File: config.mk
export PLATFORM = sky130hd
export DESIGN_NAME = sng_scheduler
export DESIGN_NICKNAME = d
export VERILOG_FILES = /design/src/rtl/sng_scheduler.sv
export SDC_FILE = /design/constraint.sdc
export NUM_CORES = 1
export LEC_CHECK = 0
export ABC_AREA = 1
export CAP_MARGIN = 20
export CORE_ASPECT_RATIO = 1.5
export CORE_MARGIN = 10
export CORE_UTILIZATION = 40
export DETAILED_ROUTE_END_ITERATION = 8
export PLACE_DENSITY = 0.8
export SLEW_MARGIN = 20
export SYNTH_ARGS = -nofsm -noshare
export SYNTH_HDL_FRONTEND = slang
export SYNTH_SLANG_ARGS = --single-unit
File: constraint.sdc
create_clock -name clk -period 2.19 [get_ports clk]
set_input_delay 0.657 -clock clk [delete_from_list [all_inputs] [get_ports clk]]
set_output_delay 0.657 -clock clk [all_outputs]
set_load 0.01 [all_outputs]
File: src/rtl/sng_scheduler.sv
// rtl/sng_scheduler.sv - two-requester round-robin stochastic number generator scheduler (optional SNG_RESEED_EN: reseed LFSR on grant)
module sng_scheduler #(
    parameter int LEN_WIDTH = 8,
    parameter int NUM_REQ   = 2
) (
    input  logic                 clk,
    input  logic                 rst,
    input  logic [NUM_REQ-1:0]   req_valid,
    input  logic [7:0]           req_value0,
    input  logic [7:0]           req_value1,
    input  logic [LEN_WIDTH-1:0] req_len0,
    input  logic [LEN_WIDTH-1:0] req_len1,
    output logic [NUM_REQ-1:0]   req_ready,
    input  logic [7:0]           seed,
    output logic                 bit_valid,
    output logic                 sc_bit,
    output logic                 bit_owner,
    output logic                 done,
    output logic [LEN_WIDTH-1:0] ones_count
);

    typedef enum logic [1:0] {
        ST_IDLE = 2'd0,
        ST_RUN  = 2'd1,
        ST_DONE = 2'd2
    } state_t;

    state_t               state_q, state_d;
    logic [7:0]           lfsr_q, lfsr_d;
    logic [7:0]           value_q, value_d;
    logic [LEN_WIDTH-1:0] rem_q, rem_d;
    logic [LEN_WIDTH-1:0] ones_q, ones_d;
    logic                 owner_q, owner_d;
    logic                 last_q, last_d;

    logic                 winner;
    logic [7:0]           lfsr_next;
    logic [LEN_WIDTH-1:0] len_sel;
    logic [7:0]           value_sel;

`ifndef SNG_RESEED_EN
    // Seed only matters when reseeding is built in.
    logic seed_unused;
    assign seed_unused = ^seed;
`endif

    // Fibonacci LFSR step, taps 8,6,5,4; never reaches zero from a nonzero state.
    assign lfsr_next = {lfsr_q[6:0], lfsr_q[7] ^ lfsr_q[5] ^ lfsr_q[4] ^ lfsr_q[3]};

    // Round-robin pick: on a tie the requester that did not win last time goes first.
    always_comb begin
        winner = req_valid[1];
        if (req_valid[0] && req_valid[1]) begin
            winner = ~last_q;
        end
    end

    assign len_sel   = winner ? req_len1 : req_len0;
    assign value_sel = winner ? req_value1 : req_value0;

    // Next-state and output decode for the IDLE/RUN/DONE job sequencer.
    always_comb begin
        state_d   = state_q;
        lfsr_d    = lfsr_q;
        value_d   = value_q;
        rem_d     = rem_q;
        ones_d    = ones_q;
        owner_d   = owner_q;
        last_d    = last_q;
        req_ready = '0;
        bit_valid = 1'b0;
        sc_bit    = 1'b0;
        done      = 1'b0;
        case (state_q)
            ST_IDLE: begin
                if ((|req_valid) && !rst) begin
                    req_ready[winner] = 1'b1;
                    value_d = value_sel;
                    rem_d   = len_sel;
                    owner_d = winner;
                    ones_d  = '0;
`ifdef SNG_RESEED_EN
                    lfsr_d  = (seed == 8'h00) ? 8'h01 : seed;
`endif
                    state_d = (len_sel == '0) ? ST_DONE : ST_RUN;
                end
            end
            ST_RUN: begin
                bit_valid = 1'b1;
                sc_bit    = (lfsr_q < value_q);
                ones_d    = ones_q + {{(LEN_WIDTH-1){1'b0}}, sc_bit};
                lfsr_d    = lfsr_next;
                rem_d     = rem_q - 1'b1;
                if (rem_q == {{(LEN_WIDTH-1){1'b0}}, 1'b1}) begin
                    state_d = ST_DONE;
                end
            end
            ST_DONE: begin
                done    = 1'b1;
                last_d  = owner_q;
                state_d = ST_IDLE;
            end
            default: begin
                state_d = ST_IDLE;
            end
        endcase
    end

    // State and datapath registers; reset drops any job in flight.
    always_ff @(posedge clk) begin
        if (rst) begin
            state_q <= ST_IDLE;
            lfsr_q  <= 8'h01;
            value_q <= 8'h00;
            rem_q   <= '0;
            ones_q  <= '0;
            owner_q <= 1'b0;
            last_q  <= 1'b1;
        end else begin
            state_q <= state_d;
            lfsr_q  <= lfsr_d;
            value_q <= value_d;
            rem_q   <= rem_d;
            ones_q  <= ones_d;
            owner_q <= owner_d;
            last_q  <= last_d;
        end
    end

    assign ones_count = ones_q;
    assign bit_owner  = owner_q;

endmodule

# Yosys cells after proc, flatten, opt, wreduce, memory -nomap -nowiden
# Cells that the tools add are included.
totals:
  reg_bits: 36
  latchBits: 0
  ram_bits: 0
  rom_bits: 0
  in_bits: 44
  output_inout_bits: 14
  word_cells: 50
  n_memories: 0
op_classes:
  addsub: 2
  mul: 0
  n_div: 0
  magnitude_cmp: 3
  n_eq_ne: 5
  n_shift: 0
  n_mux: 18
  n_bitwise: 4
  reduce_logical: 11
ops:
  columns: ["operator", "count"]
  rows:
  - ["8-bit two-way mux", 4]
  - ["8-bit case mux with 2 select lines", 2]
  - ["2-bit two-way mux", 5]
  - ["8-bit by 1-bit adder with 8-bit output", 1]
  - ["8-bit by 1-bit equality test with 1-bit output (second input constant)", 1]
  - ["8-bit zero test", 1]
  - ["8-bit less-than comparator", 1]
  - ["8-bit by 1-bit subtractor with 8-bit output (second input constant)", 1]
  - ["2-bit AND reduction", 3]
  - ["1-bit two-way mux", 5]
  - ["2-bit != test (second input constant)", 2]
  - ["2-bit case mux with 2 select lines", 1]
  - ["1-bit logical AND", 3]
  - ["1-bit bitwise XOR", 3]
  - ["2-bit by 1-bit equality test with 1-bit output (second input constant)", 1]
  - ["2-bit equality test (second input constant)", 1]
  - ["2-bit zero test", 1]
  - ["1-bit by 2-bit less-than comparator with 1-bit output (second input constant)", 1]
  - ["2-bit nonzero test", 1]
  - ["2-bit OR reduction", 1]
  - ["1-bit demux with 1-bit select", 1]
  - ["1-bit greater-or-equal comparator (second input constant)", 1]
  - ["1-bit zero test", 1]
  - ["1-bit inverter", 1]

# Depth between registers and ports, before layout
# Gate-level depths: netlist (run 1).
logic_depth:
  word_depth: 8
  ltp_mapped: 16
  depth_no_buf: 16

# Worst setup path before layout (run 1)
# Ideal clock, no wire load.
synth_path:
  kind: "input to output"
  from: "input rst"
  to: "output req_ready[0]"
  arrival_ps: 1315
  path_slack_ps: 218
  stages: 5
  n_path_buf: 2
  path_cell_list: "buf_2 nor2_2 nand2_2 buf_6 a21oi_4"
synth_between:
  elab_chain_len: 4
synth_lines:
  columns: ["item", "line_no", "source"]
  rows:
  - ["start: declaration", "7", "input logic rst,"]
  - ["1-bit zero test", "76", "if ((|req_valid) && !rst) begin"]
  - ["1-bit logical AND", "76", null]
  - ["2-bit two-way mux", "76", null]
  - ["2-bit two-way mux", "74", "case (state_q)"]
  - ["end: declaration", "13", "output logic [NUM_REQ-1:0] req_ready,"]
# No other way between the ends.

# Worst setup path after layout (run 1)
layout_path:
  from: "register lfsr_q[7]"
  to: "output sc_bit"
layout_between:
  elab_chain_len: 2
layout_lines:
  columns: ["item", "line_no", "source"]
  rows:
  - ["start: declaration", "29", "logic [7:0] lfsr_q, lfsr_d;"]
  - ["start signal: assignment", "121", "lfsr_q <= lfsr_d;"]
  - ["8-bit less-than comparator", "90", "sc_bit = (lfsr_q < value_q);"]
  - ["1-bit two-way mux", "74", null]
  - ["end: declaration", "16", "output logic sc_bit,"]
# No other way between the ends.

==> summary.txt, run 1 <==
CTS
  • Clock tree buffer depth: 2
  • H-tree level count: 2
  • Clock transition at path regs: 70 ps
  • CTS buffer count: 5
  • Clock Sinks: 36
  • Clk root buf: clkbuf_8
  • CTS tree: built
  • Worst skew pair latency: 290 ps

Floorplan
  • Die height: 109.9 microns
  • Ports: 58
  • Chip width: 79.94 microns
  • Row cnt: 32
  • Core area: 5205 sq um
  • Initial Utilization: 0.4142
  • Die ar.: 8786 sq um

Yosys
  • Post-synthesis sequential area ratio: 0.3343
  • Mapped Area: 2156 sq um
  • EDFF count, synth: 0
  • Unique cell type count in the Yosys netlist: 29
  • Dominant cells by area after synthesis: dfxtp_1 33%, nand2_1 16%, inv_1 7.0%
  • Top-count cell post-synth: nand2_1
  • Post-Synth Adder-Cell Area: 0.06384
  • Mapped Avg Cell Area: 6.493 sq um
  • Primary FF master, synth: dfxtp_1
  • Post-Synth XOR/XNOR Area: 0.008125
  • Mux share of post-synthesis cell area: 0
  • Yosys Warn Count: 0
  • Syn Nets: 387
  • Simple-Gate Fraction of Synth Area: 0.3494
  • Yosys top cell by area: dfxtp_1
  • Synth top area share: 0.3343
  • Compound-Gate Fraction of Synth Area: 0.1399
  • Largest family of logic cells by synthesized area: simple AND/OR/NAND/NOR gates
  • Commonest cells post-synth: 92 x nand2_1, 40 x inv_1, 36 x dfxtp_1, 36 x nor2_1, 26 x nand3_1
  • Ys async rst share: 0
  • Yosys reg bits: 36
  • Cells after Synth: 332

GRT
  • GRT Total Usage: 0.1384
  • Largest net degree at the start of global routing: 21
  • Number of global-route vias before repair: 2,257
  • Grt met3 use: 0.02859
  • Global route hottest layer: met2
  • Grt met2 use: 0.2716
  • First-pass GRT wire length: 9839 microns
  • Met1 Track Usage GR: 0.1310
  • Initial antenna violation count: 0
  • Total gr overflow: 0

Worst setup path
  • Buf/Inv on CP: 1
  • CP max stage cell: dfxtp_1
  • Top delay family on crit path: flip-flops
  • Crit path DAT: 1490 ps
  • CP Capture Type: output pin
  • Worst-path cell chain: ha_4 > a21oi_1 > o21a_1 > nand2_2 > nor2_1 > buf_2
  • Worst EP required: 1530 ps
  • Worst path max stage delay: 390 ps
  • Max FO, Critical Path: 2
  • CP startpoint kind: register
  • Critical path class: register to output pin

Placement
  • Dpl hpwl: 4465 microns
  • Port bufs: 49
  • Placed Cells incl. Taps: 456
  • GPL Wtd Cong: 0.8398

STA
  • Slew Limit Headroom: 0.7972
  • Final period utilization: 0.9824
  • Worst slew pin tran: 303.9 ps
  • Hold slack: 473.2 ps
  • Post-layout min period: 2151 ps
  • RSZ-0062 raised after global routing: yes
  • Final Setup Violations: 0
  • Clock Skews: 7.828 ps
  • Max Transition Viols Final: 0
  • Setup_tns: 0 ps
  • Hold Vio Cnt, Final: 0
  • FMAX: 464.8 MHz

Layout
  • # diodes: 0
  • Layout Nets: 451
  • Final core occ: 0.5829
  • Filler cell count: 493
  • Finished Layout Cells: 465
  • Area growth from synthesis to layout: 40.74%
  • Share of cells above drive strength 1: 0.1713

Route
  • 1st-iter DRT viols: 145
  • Drt wl/cell: 13.02 microns
  • Antenna Nets Post-Route: 0
  • Via density per instance: 4.998
  • First-pass iteration count of the detailed router: 4
  • Via count: 2,324
  • DRC viols: 0
  • WL final: 6056 microns

Pwr
  • Lkg Pwr: 1.347 nW
  • Peak supply drop: 0.5043 mV
  • Power per standard cell area: 958.9 nW/um^2

Outcome
  • Status: completed

Min path
  • Worst hold path type: register to register

Flow run
  • Max-Cap Viols: 0
[placed cells by master (no fill, tap or decap), types with 2 or more instances in the layout]
master           Yosys  layout
a21boi_1             2       2
buf_4                1      21
nor2_1              36      34
clkbuf_8             0       6
clkinv_2             0       2
dfxtp_2              0      10
dfxtp_1             36      26
nor2_2               1       3
o21ai_2              0       2
nand3b_1            10      10
nand4_1              4       4
inv_2                1       4
o21ai_0             20      18
dlygate4sd2_1        0       3
a21oi_1             25      24
ha_1                11       5
nand3_1             26      25
ha_4                 0       6
nand2_2              1       4
xor2_1               2       2
clkdlybuf4s50_1      0      43
a21boi_0             3       3
inv_1               40      37
buf_2                6       2
nand2_1             92      89
[final cells by class]
cell class	instances	area, sq um	area share
Tap cell	68	85.08	0.02804
Inverter	42	157.7	0.05196
Multi-Input combinational cell	241	1330	0.4384
Clock buffer	6	82.58	0.02722
Clock inverter	2	10.01	0.003299
Sequential cell	36	733.2	0.2416
Timing Repair Buffer	70	635.6	0.2095
[cells by family after synthesis]
group	count (synthesis)
buffers and inverters	55
adders and majority gates	11
DFF	36
and+or+nand+nor	174
xor gates and xnor gates	2
AOI/OAI and AO/OA	54
[registers in the layout, summed over array words and instances (netlist names)]
signal,flops
lfsr_q,8
ones_count,8
rem_q,8
value_q,8
state_q,2
bit_owner,1
last_q,1
[through the flow]
stage | area [sq um] | total power, W | setup slack, ps
detailed placement | 2814 | 0.002290 | -576.0
floorplan | 2156 | 0.001835 | 218.4
global route | 3034 | 0.003177 | -50.38
global placement | 2814 | 0.002246 | -568.9
CTS | 2964 | 0.002840 | 4.596
finish | 3034 | 0.002910 | 38.59
[where the power goes]
group	total (W)	switching [W]	internal [W]
Clock	0.000497	0.000246	0.000251
Combinational	0.00144	0.000791	0.000651
Sequential	0.000970	0.000151	0.000818
Total	0.00291	0.00119	0.00172
[worst reg2reg max path: stages, from the launching register on]
cell and delay (ps):
dfxtp_1 390, ha_4 230, a21oi_1 140, o21a_1 150, nand2_2 60, buf_4 130, inv_2 50, ha_4 130
ha_4 130, nand2_2 80, nor3_4 160, nand3_2 110, o21ai_2 140, a21oi_1 50
[path summary, 6_finish.rpt]
kind | endpoint | cells past startpoint | from | slack [ps]
hold / removal | value_q[2]$_SDFFE_PP0P_ | 2 | value_q[2]$_SDFFE_PP0P_ | 470
setup reg to reg | ones_count[6]$_SDFFE_PP0P_ | 13 | lfsr_q[7]$_SDFFE_PP0P_ | 110
hold reg to reg | value_q[2]$_SDFFE_PP0P_ | 2 | value_q[2]$_SDFFE_PP0P_ | 470
setup / recovery | sc_bit | 6 | lfsr_q[7]$_SDFFE_PP0P_ | 40
[layer usage]
| layer | vias to the layer above | wire [microns] |
|---|---|---|
| li1 | 1191 | - |
| met1 | 1066 | 2210 |
| met2 | 52 | 3417 |
| met3 | 15 | 212 |
| met4 | 0 | 214 |
| met5 | - | 0 |
[repair_timing]
item	4_1_cts	5_1_grt
setup buffers	2	0
hold buffers	0	0
pin swaps	6	12
endpoints found under the hold margin	0	0
setup endpoints to repair	5	7
cloned	0	0
resized for setup	30	21
(Power assumes the default switching activity.)
==> run 2, diff against run 1 <==
PLACE_DENSITY = 0.67   (was 0.8)
==> summary.txt, run 2 (synthesis results as in run 1) <==
Route
  • First-pass iteration count of the detailed router: 4 (unchanged)
  • Antenna Nets Post-Route: 0 (unchanged)
  • Via count: 2,265 (was 2,324)
  • Via density per instance: 4.871 (was 4.998)
  • WL final: 5995 microns (was 6056 microns)
  • 1st-iter DRT viols: 126 (was 145)
  • Drt wl/cell: 12.89 microns (was 13.02 microns)
  • DRC viols: 0 (unchanged)

STA
  • Hold Vio Cnt, Final: 0 (unchanged)
  • RSZ-0062 raised after global routing: yes (unchanged)
  • Hold slack: 467.0 ps (was 473.2 ps)
  • Final Setup Violations: 0 (unchanged)
  • Worst slew pin tran: 308.0 ps (was 303.9 ps)
  • FMAX: 465.4 MHz (was 464.8 MHz)
  • Clock Skews: 10.23 ps (was 7.828 ps)
  • Final period utilization: 0.9811 (was 0.9824)
  • Slew Limit Headroom: 0.7939 (was 0.7972)
  • Post-layout min period: 2149 ps (was 2151 ps)
  • Setup WS post-layout: 41.35 ps (was 38.59 ps)
  • Max Transition Viols Final: 0 (unchanged)

Layout
  • Final instance area: 3035 sq um (was 3034 sq um)
  • Commonest non-fill, non-tap cells in the layout: 89 x nand2_1, 42 x clkdlybuf4s50_1, 38 x inv_1 (was 89 x nand2_1, 43 x clkdlybuf4s50_1, 37 x inv_1)
  • Leading cell type in the layout, fill and taps excluded: nand2_1 (unchanged)
  • Final core occ: 0.5832 (was 0.5829)
  • Layout Nets: 451 (unchanged)
  • Share of cells above drive strength 1: 0.1612 (was 0.1713)
  • # diodes: 0 (unchanged)
  • Area growth from synthesis to layout: 40.80% (was 40.74%)

Floorplan
  • Initial Utilization: 0.4142 (unchanged)
  • Chip width: 79.94 microns (unchanged)
  • Die ar.: 8786 sq um (unchanged)
  • Ports: 58 (unchanged)
  • Core area: 5205 sq um (unchanged)
  • Die height: 109.9 microns (unchanged)
  • Row cnt: 32 (unchanged)

Worst setup path
  • CP startpoint kind: register (unchanged)
  • Worst-path cell chain: inv_1 > ha_4 > a21oi_2 > o21a_1 > nand2_2 > nor2_1 > buf_2 (was ha_4 > a21oi_1 > o21a_1 > nand2_2 > nor2_1 > buf_2)
  • Worst R2R End: ones_count[6]$_SDFFE_PP0P_ (unchanged)
  • CP max stage cell: dfxtp_2 (was dfxtp_1)
  • Critical path class: register to output pin (unchanged)
  • FF-to-FF path depth: 14 (was 13)
  • Reg2reg setup slack: 130 ps (was 110 ps)
  • Top delay family on crit path: flip-flops (unchanged)
  • CP Capture Type: output pin (unchanged)
  • Max FO, Critical Path: 2 (unchanged)
  • Worst R2R Start: value_q[5]$_SDFFE_PP0P_ (was lfsr_q[7]$_SDFFE_PP0P_)
  • Crit path DAT: 1490 ps (about the same)
  • Worst EP required: 1530 ps (about the same)
  • Buf/Inv on CP: 2 (was 1)
  • Worst path max stage delay: 330 ps (was 390 ps)

Pwr
  • Power per standard cell area: 969.5 nW/um^2 (was 958.9 nW/um^2)
  • Peak supply drop: 0.6514 mV (was 0.5043 mV)
  • Lkg Pwr: 1.336 nW (was 1.347 nW)
  • Total power: 0.002943 W (was 0.002910 W)

GRT
  • Largest net degree at the start of global routing: 21 (unchanged)
  • First-pass GRT wire length: 9915 microns (was 9839 microns)
  • Initial antenna violation count: 0 (unchanged)
  • Total gr overflow: 0 (unchanged)
  • GRT Total Usage: 0.1424 (was 0.1384)
  • Number of global-route vias before repair: 2,166 (was 2,257)

CTS
  • Clock Sinks: 36 (unchanged)
  • CTS tree: built (unchanged)
  • CTS buffer count: 5 (unchanged)
  • Clk root buf: clkbuf_8 (unchanged)
  • H-tree level count: 2 (unchanged)
  • Clock transition at path regs: 70 ps (about the same)
  • Clock tree buffer depth: 2 (unchanged)
  • Worst skew pair latency: 290 ps (about the same)

Min path
  • Hold path start: value_q[2]$_SDFFE_PP0P_ (unchanged)
  • Hold EP: value_q[2]$_SDFFE_PP0P_ (unchanged)
  • Worst hold path type: register to register (unchanged)
  • Hold Path Cell Cnt: 2 (unchanged)

Placement
  • GPL Wtd Cong: 0.8273 (was 0.8398)
  • Port bufs: 49 (unchanged)
  • Dpl cell area: 2814 sq um (unchanged)
  • Pre-CTS setup slack: -565.3 ps (was -576.0 ps)
  • Dpl hpwl: 4577 microns (was 4465 microns)

Flow run
  • Max-Cap Viols: 0 (unchanged)

Outcome
  • Status: completed (unchanged)
## run 2: metrics by stage
step	TNS (ps)	instances
6_report	0	465
5_1_grt	-75.62	465
4_1_cts	0	465
3_5_place_dp	-2932	456
3_3_place_gp	-2499	456
2_1_floorplan	0	332
## run 2: worst max-delay path by stage
stage	from	end	slack [ps]	cells after the start
floorplan	rst	req_ready[0]	220	5
global route	lfsr_q[1]$_SDFFE_PP0P_	sc_bit	-50	9
detailed placement	req_valid[1]	req_ready[0]	-570	6
finish	value_q[5]$_SDFFE_PP0P_	sc_bit	40	7
CTS	value_q[1]$_SDFFE_PP0P_	sc_bit	0.07	10
global placement	req_valid[1]	req_ready[0]	-570	6
## run 2: worst register-to-register path, cell delays in order, from the launching register on
cell and delay [ps]:
dfxtp_2 330, inv_1 70, ha_4 240, a21oi_2 120, o21a_1 160, nand2_2 60
buf_4 130, inv_2 50, ha_4 130, ha_4 120, nand2_2 70, nor3_2 190
nand3_1 110, o21ai_1 140, a21oi_1 50
## run 2: what timing repair did
action	4_1_cts	5_1_grt
buffers inserted	1	0
pin swaps	3	10
hold buffers	0	0
gates resized for setup	20	29
endpoints found under the setup margin	4	7
## run 2: layout make-up
| class | count | area, sq um |
|---|---|---|
| fillers | 516 | 2170 |
| multi-input cells | 241 | 1329 |
| flip-flops and latches | 36 | 732.0 |
| repair buffers | 70 | 638.1 |
| inverters | 42 | 157.7 |
| clock buffers | 7 | 86.33 |
| well taps | 68 | 85.08 |
| clock inverters | 1 | 7.507 |
## run 2: power breakdown
part / leakage (nW) / total (W) / switching [W] / internal, W
combinational: 0.993 / 0.00148 / 0.000800 / 0.000676
sequential: 0.298 / 0.000963 / 0.000146 / 0.000817
clock: 0.0445 / 0.000504 / 0.000248 / 0.000256
## run 2: routing by layer
metal | wire [microns] | global-route usage | up-vias
met5 | 0 | 0 | -
met4 | 121 | 0.05303 | 0
met3 | 162 | 0.02859 | 9
met2 | 3361 | 0.2762 | 33
met1 | 2349 | 0.1431 | 1035
li1 | - | - | 1188
==> RTL change: new RTL, flow settings as in run 1 <==
Register the output `ones_count` once more; this adds one clock of latency there. The other outputs are not delayed to match.
--- a/src/rtl/sng_scheduler.sv
+++ b/src/rtl/sng_scheduler.sv
@@ -129,3 +129,5 @@
 
-    assign ones_count = ones_q;
+    always_ff @(posedge clk) begin
+        ones_count <= ones_q;
+    end
     assign bit_owner  = owner_q;
Formal check against the unedited RTL: not equivalent (Yosys sat finds a counterexample within 4 cycles, from zero or initial values and one cycle with rst high).
==> RTL change against run 1 <==
- routed wire length down 1.5%
- setup slack worse by 0.032 ns
- via count down 0.60%
- sequential cell count up 8
- largest cell class unchanged
- total power up 9.3%
- non-clock buffer count up 7
- combinational power up 9.7%
- final area up 8.3%
- area after synthesis up 10%
==> RTL change: results (changes against run 1) <==
set qor(run_status) {finished clean} ;# unchanged
set qor(netlist_area_sq_um) 2380 ;# was 2160 sq um
set qor(cts.repair.resized) 29 ;# was 30
set qor(power_leakage_nw) 1.46 ;# was 1.35 nW
set qor(dp_cell_count) 470 ;# was 456
set qor(r2r_start) {value_q[3]} ;# was lfsr_q[7]
set qor(detailed_place_hpwl_mm) 4.54 ;# was 4.46 mm
set qor(dr.first_iter.drc_count) 135 ;# was 145
set qor(fin_skew_ns) 0.00863 ;# was 0.00783 ns
set qor(power_density_nw_per_um2) 967 ;# was 959 nW/um^2
set qor(place_ws_ns) -0.633 ;# was -0.576 ns
set qor(synth_area_per_cell_sq_um) 7.16 ;# was 6.49 sq um
set qor(grt_usage_pct) 12.2 ;# was 13.8%
set qor(grt_util_met3_pct) 2.71 ;# was 2.86%
set qor(post_layout_nonfiller_instances) 479 ;# was 465
set qor(intPower_mw) 1.90 ;# was 1.72 mW
set qor(pg_comb_mw) 1.58 ;# was 1.44 mW
set qor(route.detailed.vias_per_inst) 4.82 ;# was 5.00
set qor(nFillCells) 552 ;# was 493
set qor(stdcell_area_sq_um) 3290 ;# was 3030 sq um
set qor(timing.critical_path.slowest_stage_cell) {dfxtp_2} ;# was dfxtp_1
set qor(finalWeightedCongestion) 0.892 ;# was 0.840
set qor(detailroute.wirelength.met2_mm) 3.28 ;# was 3.42 mm
set qor(grt_use_met1_pct) 11.8 ;# was 13.1%
set qor(synth-seq-area-share_pct) 37.1 ;# was 33.4%
set qor(max-vdd-ir-drop_mv) 0.599 ;# was 0.504 mV
set qor(min-delay-start) {ones_q[7]} ;# was value_q[2]
set qor(grt_pass1_vias) 2293 ;# was 2257
set qor(final_nets) 462 ;# was 451
set qor(grt_use_met2_pct) 23.6 ;# was 27.2%
set qor(post_cts.repair.setup_buffers) 1 ;# was 2
set qor(drt_wl_total_mm) 5.97 ;# was 6.06 mm
set qor(crit_path_max_incr_delay_ns) 0.37 ;# was 0.39 ns
## RTL change: final timing paths
| kind | slack (ns) | end | cells past startpoint |
|---|---|---|---|
| worst max-delay path | 0.007 | sc_bit | 8 |
| worst min-delay path | 0.39 | ones_count[7] | 0 |
| worst max register to register | 0.08 | ones_q[7] | 15 |
| worst min register to register | 0.39 | ones_count[7] | 0 |
## RTL change: logic make-up after synthesis
kind of cell | after synthesis | share of synthesized area, %
AND/OR/NAND/NOR | 171 | 35.2
flip-flops | 44 | 37.1
adder cells (fa/ha/maj) | 11 | 5.79
AO/OA/AOI/OAI | 52 | 11.8
buffers and inverters | 52 | 9.32
XOR/XNOR | 2 | 0.737
## RTL change: cell type report
| cell class | instances | area share (%) |
|---|---|---|
| inverters | 43 | 5.06 |
| repair buffers | 77 | 21.0 |
| flip-flops and latches | 44 | 27.0 |
| multi-input cells | 236 | 41.8 |
| clock buffers | 6 | 2.21 |
| clock inverters | 1 | 0.152 |
| well taps | 72 | 2.74 |
